### src/rtl/alarm_ring_controller.sv
// alarm_ring_controller: arm/ring/snooze/timeout sequencer for the alarm; snooze support compiled in with ALARM_SNOOZE_EN
module alarm_ring_controller #(
  parameter int RING_TIMEOUT = 60,
  parameter int SNOOZE_SEC   = 300,
  parameter int MAX_SNOOZE   = 3
) (
  input  logic       clk,
  input  logic       rst,
  input  logic       tick_1hz_i,
  input  logic [4:0] time_hh_i,
  input  logic [5:0] time_mm_i,
  input  logic [4:0] alarm_hh_i,
  input  logic [5:0] alarm_mm_i,
  input  logic       hold_i,
  input  logic       arm_tgl_i,
  input  logic       dismiss_i,
  input  logic       snooze_i,
  output logic       armed_o,
  output logic       ringing_o,
  output logic       buzzer_o,
  output logic       snoozing_o,
  output logic [1:0] snooze_used_o
);
  localparam int RW = $clog2(RING_TIMEOUT + 1);
  localparam logic [RW-1:0] RING_LAST = RW'(RING_TIMEOUT);
  localparam logic [2:0] S_DISARMED = 3'd0;
  localparam logic [2:0] S_ARMED    = 3'd1;
  localparam logic [2:0] S_RING     = 3'd2;
  localparam logic [2:0] S_LOCKOUT  = 3'd4;
`ifdef ALARM_SNOOZE_EN
  localparam logic [2:0] S_SNOOZE = 3'd3;
  localparam int SW = $clog2(SNOOZE_SEC + 1);
  localparam logic [SW-1:0] SNOOZE_LOAD = SW'(SNOOZE_SEC);
  localparam logic [1:0] SNOOZE_MAX = 2'(MAX_SNOOZE);
`endif
  logic [2:0]    state_q, state_d;
  logic [RW-1:0] ring_cnt_q, ring_cnt_d, ring_inc;
  logic          armed_q, ringing_q, buzzer_q;
  logic          beat_d, stop, match, in_event;
  assign match     = (time_hh_i == alarm_hh_i) && (time_mm_i == alarm_mm_i);
  assign ring_inc  = ring_cnt_q + 1'b1;
  assign armed_o   = armed_q;
  assign ringing_o = ringing_q;
  assign buzzer_o  = buzzer_q;
`ifdef ALARM_SNOOZE_EN
  logic [SW-1:0] snooze_cnt_q, snooze_cnt_d;
  logic [1:0]    used_q, used_d;
  logic          snoozing_q;
  assign stop          = dismiss_i;
  assign in_event      = (state_q == S_RING) || (state_q == S_SNOOZE);
  assign snoozing_o    = snoozing_q;
  assign snooze_used_o = used_q;
`else
  logic [1:0] unused_cfg;
  assign unused_cfg    = {SNOOZE_SEC[0], MAX_SNOOZE[0]};
  assign stop          = dismiss_i | snooze_i;
  assign in_event      = state_q == S_RING;
  assign snoozing_o    = 1'b0;
  assign snooze_used_o = 2'b0;
`endif
  // next state and counters; buttons outrank the tick, and a winning button discards a coincident tick
  always_comb begin
    state_d    = state_q;
    ring_cnt_d = ring_cnt_q;
    beat_d     = buzzer_q;
`ifdef ALARM_SNOOZE_EN
    snooze_cnt_d = snooze_cnt_q;
    used_d       = used_q;
`endif
    if (arm_tgl_i) begin
      state_d    = (state_q == S_DISARMED) ? S_ARMED : S_DISARMED;
      ring_cnt_d = '0;
      beat_d     = 1'b0;
`ifdef ALARM_SNOOZE_EN
      snooze_cnt_d = '0;
      used_d       = '0;
`endif
    end else if (stop && in_event) begin
      state_d = S_LOCKOUT;
    end
`ifdef ALARM_SNOOZE_EN
    else if (snooze_i && state_q == S_RING && used_q < SNOOZE_MAX) begin
      state_d      = S_SNOOZE;
      snooze_cnt_d = SNOOZE_LOAD;
      used_d       = used_q + 1'b1;
    end
`endif
    else begin
      case (state_q)
        S_ARMED: if (match && !hold_i) begin
          state_d    = S_RING;
          ring_cnt_d = '0;
          beat_d     = 1'b1;
`ifdef ALARM_SNOOZE_EN
          used_d     = '0;
`endif
        end
        S_RING: if (tick_1hz_i) begin
          ring_cnt_d = ring_inc;
          beat_d     = !buzzer_q;
          state_d    = (ring_inc == RING_LAST) ? S_LOCKOUT : S_RING;
        end
`ifdef ALARM_SNOOZE_EN
        S_SNOOZE: if (tick_1hz_i) begin
          snooze_cnt_d = snooze_cnt_q - 1'b1;
          if (snooze_cnt_q == SW'(1)) begin
            state_d    = S_RING;
            ring_cnt_d = '0;
            beat_d     = 1'b1;
          end
        end
`endif
        S_LOCKOUT: state_d = match ? S_LOCKOUT : S_ARMED;
        default: ;
      endcase
    end
  end
  // state, ring counter and registered outputs decoded from the next state
  always_ff @(posedge clk or posedge rst)
    if (rst) begin
      state_q    <= S_DISARMED;
      ring_cnt_q <= '0;
      armed_q    <= 1'b0;
      ringing_q  <= 1'b0;
      buzzer_q   <= 1'b0;
    end else begin
      state_q    <= state_d;
      ring_cnt_q <= ring_cnt_d;
      armed_q    <= state_d != S_DISARMED;
      ringing_q  <= state_d == S_RING;
      buzzer_q   <= beat_d && (state_d == S_RING);
    end
`ifdef ALARM_SNOOZE_EN
  // snooze countdown, per-event snooze count and snoozing flag
  always_ff @(posedge clk or posedge rst)
    if (rst) begin
      snooze_cnt_q <= '0;
      used_q       <= '0;
      snoozing_q   <= 1'b0;
    end else begin
      snooze_cnt_q <= snooze_cnt_d;
      used_q       <= used_d;
      snoozing_q   <= state_d == S_SNOOZE;
    end
`endif
endmodule
### config.mk
export PLATFORM = sky130hd
export DESIGN_NAME = alarm_ring_controller
export DESIGN_NICKNAME = d
export VERILOG_FILES = /design/src/rtl/alarm_ring_controller.sv
export SDC_FILE = /design/constraint.sdc
export NUM_CORES = 1
export LEC_CHECK = 0
export BUFFER_PORTS_ARGS = -buffer_cell sky130_fd_sc_hd__buf_4
export CELL_PAD_IN_SITES_DETAIL_PLACEMENT = 0
export CELL_PAD_IN_SITES_GLOBAL_PLACEMENT = 1
export CORE_MARGIN = 1.5
export CORE_UTILIZATION = 30
export CTS_BUF_LIST = sky130_fd_sc_hd__clkbuf_8
export DETAILED_ROUTE_END_ITERATION = 16
export PLACE_DENSITY = 0.76
export SYNTH_ARGS = -nofsm -noshare
export SYNTH_HDL_FRONTEND = slang
export SYNTH_SLANG_ARGS = --single-unit
### constraint.sdc
create_clock -name clk -period 2.4 [get_ports clk]
set_input_delay 0.24 -clock clk [delete_from_list [all_inputs] [get_ports clk]]
set_output_delay 0.24 -clock clk [all_outputs]
set_load 0.02 [all_outputs]
=== Word-level counts from Yosys, hierarchy flattened ===
Cells that the tools add are included.

* Div/mod/pow operators: 0
* Magnitude comparators: 0
* Multiplexer cells: 18
* Add/sub/neg operators: 1
* Bitwise gates (word level): 1
* Shifts and indexed selects: 0
* Reductions and logical operators: 10
* $mul: 0
* Equal/unequal tests: 10

{| class="wikitable"
|+ Operators with widths
! kind !! number
|-
| 2-to-1 mux 6 bit || 4
|-
| 2-to-1 mux 3 bit || 6
|-
| case mux 6 bit (2 select lines) || 1
|-
| case mux 3 bit (3 select lines) || 1
|-
| adder 6 x 1 -> 6 bit (second input constant) || 1
|-
| == test 3 x 2 -> 1 bit (second input constant) || 2
|-
| == test 6 bit || 1
|-
| == test 6 bit (second input constant) || 1
|-
| inequality test 3 bit (second input constant) || 2
|-
| nonzero test 3 bit || 2
|-
| == test 5 bit || 1
|-
| 2-to-1 mux 1 bit || 5
|-
| logical AND 1 bit || 4
|-
| AND reduction 4 bit || 1
|-
| == test 3 x 1 -> 1 bit (second input constant) || 1
|-
| == test 3 bit (second input constant) || 1
|-
| zero test 3 bit || 1
|-
| zero test 1 bit || 2
|-
| inequality test 2 bit (second input constant) || 1
|-
| case mux 1 bit (2 select lines) || 1
|-
| bitwise OR 1 bit || 1
|}

* Input port bits: 29
* Memories: 0
* Logic and storage cells: 45
* Output and inout port bits: 6
* Memory bits (read-only): 0
* Memory bits (writable): 0
* Latch bits: 0
* Register bits after elaboration: 12

=== Depth between registers and ports, before layout ===
* Depth in word-level cells: 9
* Depth in mapped cells: 8

=== Worst setup path after synthesis ===
No wires, ideal clock.

* Kind: reg2reg
* Start: reg state_q[0]
* End: reg ring_cnt_q[2]
* Arrival time: 2.058 ns
* Path buffers: 1
* Setup time: 0.077 ns
* Setup slack: 0.265 ns
* Stages on the path, launching flop included: 7
* Cells stage by stage: dfrtp_1 > buf_2 > or3b_2 > or4_4 > a21o_1 > or4_1 > a21oi_1

* Longest elaborated chain between the ends: 4
* Elaborated cells on any way between the ends: 11
* Those cells by class: eq/ne: 5; mux: 3; reduce/logical: 3

{| class="wikitable"
|+ RTL lines
! what !! RTL line !! RTL
|-
| from (decl) || 36 || <nowiki>logic [2:0] state_q, state_d;</nowiki>
|-
| from (signal assigned) || 127 || <nowiki>state_q <= state_d;</nowiki>
|-
| == test 3 x 2 -> 1 bit / == test 3 x 1 -> 1 bit (equally long branches) || 57, 89 ||
|-
| case mux 6 bit (2 select lines) / logical AND 1 bit (equally long branches) || 89, 78 ||
|-
| 2-to-1 mux 6 bit / inequality test 2 bit (equally long branches) || n/a ||
|-
| 2-to-1 mux 6 bit / AND reduction 4 bit (equally long branches) || n/a ||
|-
| to (signal assigned) || 128 || <nowiki>ring_cnt_q <= ring_cnt_d;</nowiki>
|-
| to (decl) || 37 || <nowiki>logic [RW-1:0] ring_cnt_q, ring_cnt_d, ring_inc;</nowiki>
|}

Parallel ways exist; a longest one is shown, timed or not. The select of a mux whose other input is x is not followed.
A chain may end at the register's enable or synchronous reset.

=== Final worst setup path ===
* Start: reg state_q[1]
* End: reg ring_cnt_q[2]

The elaborated chain is that of the path after synthesis.

==> impl_metrics.ini <==
[grt]
gr-total-overflow = 0
grt_pass1_wl_mm = 3.11
antenna_found_initial = 0
grt_pass1_vias = 756
grt_max_degree = 13
grt.total_usage_pct = 14.4

[outcome]
status = complete, but fails checks
violations = negative hold slack

[placed_design]
place.gp.congestion = 0.771
hpwl_mm = 1.40
place_ws_ns = 0.0506
port_buffers = 31

[yosys]
synth_cell_types = 32
postSynth.asyncResetShare_pct = 100
yosys_register_bits = 12
yosys-top-cells-area = dfrtp_1 (37%), xnor2_1 (8.6%), nor2_1 (5.5%), xor2_1 (4.3%), nor3_1 (3.1%)
netlist_area_um2 = 815
yosys_most_used_dff = dfrtp_1
yosysTopAreaCellShare_pct = 36.9
synth_top_cell_by_area = dfrtp_1
avgSynthCellArea_um2 = 8.57
synth_edf_count = 0
ys_seq_area_share_pct = 36.9
netlist_instances = 95
yosys_warnings = 0

[floorplan]
ios = 35
coreArea_mm2 = 0.00252
placementRows = 18
die_w_um = 55.1
start_util_pct = 32.3
die_h_um = 55.1
dieArea_mm2 = 0.00304

[clock_network]
htreeDepth = 1
worstSkewPairLatency_ns = 0.25
cts_root_buf = clkbuf_8
postCtsSetupBuffers = 0
ctsHoldBuffers = 0
clkTransAtPathRegs_ns = 0.06
tritoncts = yes
postCtsResizedCells = 0
cts.sinks = 12
cts_buffer_depth = 2
cts_made_buffers = 3

[cells_and_area]
drive_above_1_share_pct = 34.4
fillCellCount = 266
n_antenna_cell = 0
area_delta_synth_final_pct = 38.4
nets = 159

[detailed_routing]
drt-total-wl_mm = 1.80
drtIter0Drc = 7
ant_nets = 0
drcViolationCount = 0
first_pass_iters = 4
num_vias = 772
avgRoutedWirePerCell_um = 11.4
via_per_inst = 4.89

[worst_setup_path]
end_kind = flip-flop
ff2ff_path_depth = 5
startpoint_type = flip-flop
cp-startpoint = state_q[1]
crit_required_ns = 2.58
path_class = flip-flop to flip-flop
arrival_ns = 2.34
crit_fanout = 7
r2r_start = state_q[1]
reg2reg_slack_ns = 0.24

[power_and_ir_drop]
p_per_area_mw_per_mm2 = 480
peakVddDrop_mv = 0.414
p_int_mw = 0.410
cellLeakagePower_nw = 0.530
power.share.clock_pct = 42.4
p_comb_share_pct = 18.8
switchingPower_mw = 0.132
finalPower_mw = 0.541
p_seq_share_pct = 38.7
switching_share_pct = 24.3

[min_path]
hold_class = input pin to async pin

[timing]
rsz0062_at_grt = no
fin_ws_ns = 0.236
tns_ns = 0
drv_slew = 0
finalSetupViolCount = 0
finClkSkew_ns = 0.00933
fin_hold_ws_ns = -0.00153
fin_crit_sh_pct = 90.2
final-hold-violation-count = 4
max_freq_mhz = 462
fin_crit_ns = 2.16

[flow_run]
cap_violations = 0
==> per-stage QoR <==
stage	hold slack, ns	area [um^2]	util [%]	cells
detailed placement	0.285	1070	42.5	154
CTS	0.0208	1130	44.7	158
finish	-0.00153	1130	44.7	158
floorplan	0.105	822	-	97
global route	0.0382	1130	44.7	158
global placement	0.284	1070	42.5	154
==> cell type report <==
class	count	area (um^2)	share of cell area [%]
clock buffer	4	55.1	4.88
inverter	4	15.0	1.33
multi-input combinational	75	472	41.8
sequential	12	300	26.6
tap	30	37.5	3.33
timing repair buffer	33	248	22.0
==> sequential cells by signal, summed over array words and instances (netlist names) <==
name        count
state_q         3
ringing_o       1
ring_cnt_q      6
buzzer_o        1
armed_o         1
==> final timing paths <==
path                                      end
worst max-delay path            ring_cnt_q[2]
min in group clk                ring_cnt_q[2]
worst max register to register  ring_cnt_q[2]
worst min-delay path            ring_cnt_q[0]
worst min register to register  ring_cnt_q[5]
max in group asynchronous       ring_cnt_q[1]
==> placed cells by master (no fill, tap or decap), drive strengths merged <==
master	instances
a211o	2
a21o	3
a21oi	2
a31o	2
a31oi	2
a32o	1
buf	33
clkbuf	4
conb	3
dfrtp	12
ha	1
inv	4
nand2	6
nand2b	2
nand3	4
nand4	3
nand4b	2
nor2	12
nor3	5
nor4	2
o21a	1
o21ai	3
o31ai	1
or2	1
or3	2
or3b	1
or4	2
xnor2	8
xor2	4
==> power by group through the flow <==
stage | combinational [mW] | sequential, mW | clock, mW
6_report | 0.102 | 0.210 | 0.230
5_1_grt | 0.114 | 0.210 | 0.243
3_3_place_gp | 0.102 | 0.213 | 0
4_1_cts | 0.104 | 0.210 | 0.233
2_1_floorplan | 0.0522 | 0.216 | 0
3_5_place_dp | 0.103 | 0.213 | 0
==> critical path: stages, from the launching register on <==
cell and delay [ns]:
dfrtp_1 0.37, or3b_2 0.46, or4_4 0.44, a21o_1 0.27
or4_1 0.42, a21oi_1 0.14
==> logic make-up (layout without fill, tap and decap cells) <==
logic type	after synthesis	after routing	share of synthesized area, %
and+or+nand+nor	42	42	27.0
AOI/OAI and AO/OA	17	17	15.1
xor gates and xnor gates	12	12	12.9
DFF	12	12	36.9
buffers and inverters	10	41	6.14
adders and majority gates	1	1	1.54
other	1	3	0.460
==> routing by layer <==
layer / vias to the layer above / global-route usage, % / share of wire [%]
li1: 396 / - / -
met1: 354 / 18.1 / 45
met2: 20 / 22.2 / 48
met3: 2 / 5.91 / 6.0
met4: 0 / 5.28 / 0.67
met5: - / 0 / 0
==> synthesized netlist by cell type, types with 2 or more instances <==
| master | n |
|---|---|
| o21ai_0 | 3 |
| nand2_1 | 6 |
| buf_4 | 3 |
| a31oi_1 | 2 |
| nor3_1 | 5 |
| clkbuf_1 | 2 |
| nand2b_1 | 2 |
| nand4_1 | 3 |
| nor2_1 | 12 |
| dfrtp_1 | 12 |
| nand3_1 | 4 |
| xor2_1 | 4 |
| xnor2_1 | 8 |
| nand4b_1 | 2 |
| a31o_2 | 2 |
| a211o_1 | 2 |
| a21o_2 | 2 |
| nor4_1 | 2 |
| a21oi_1 | 2 |
| inv_1 | 4 |
| or3_1 | 2 |
No activity file was read; power rests on OpenSTA's default activity.
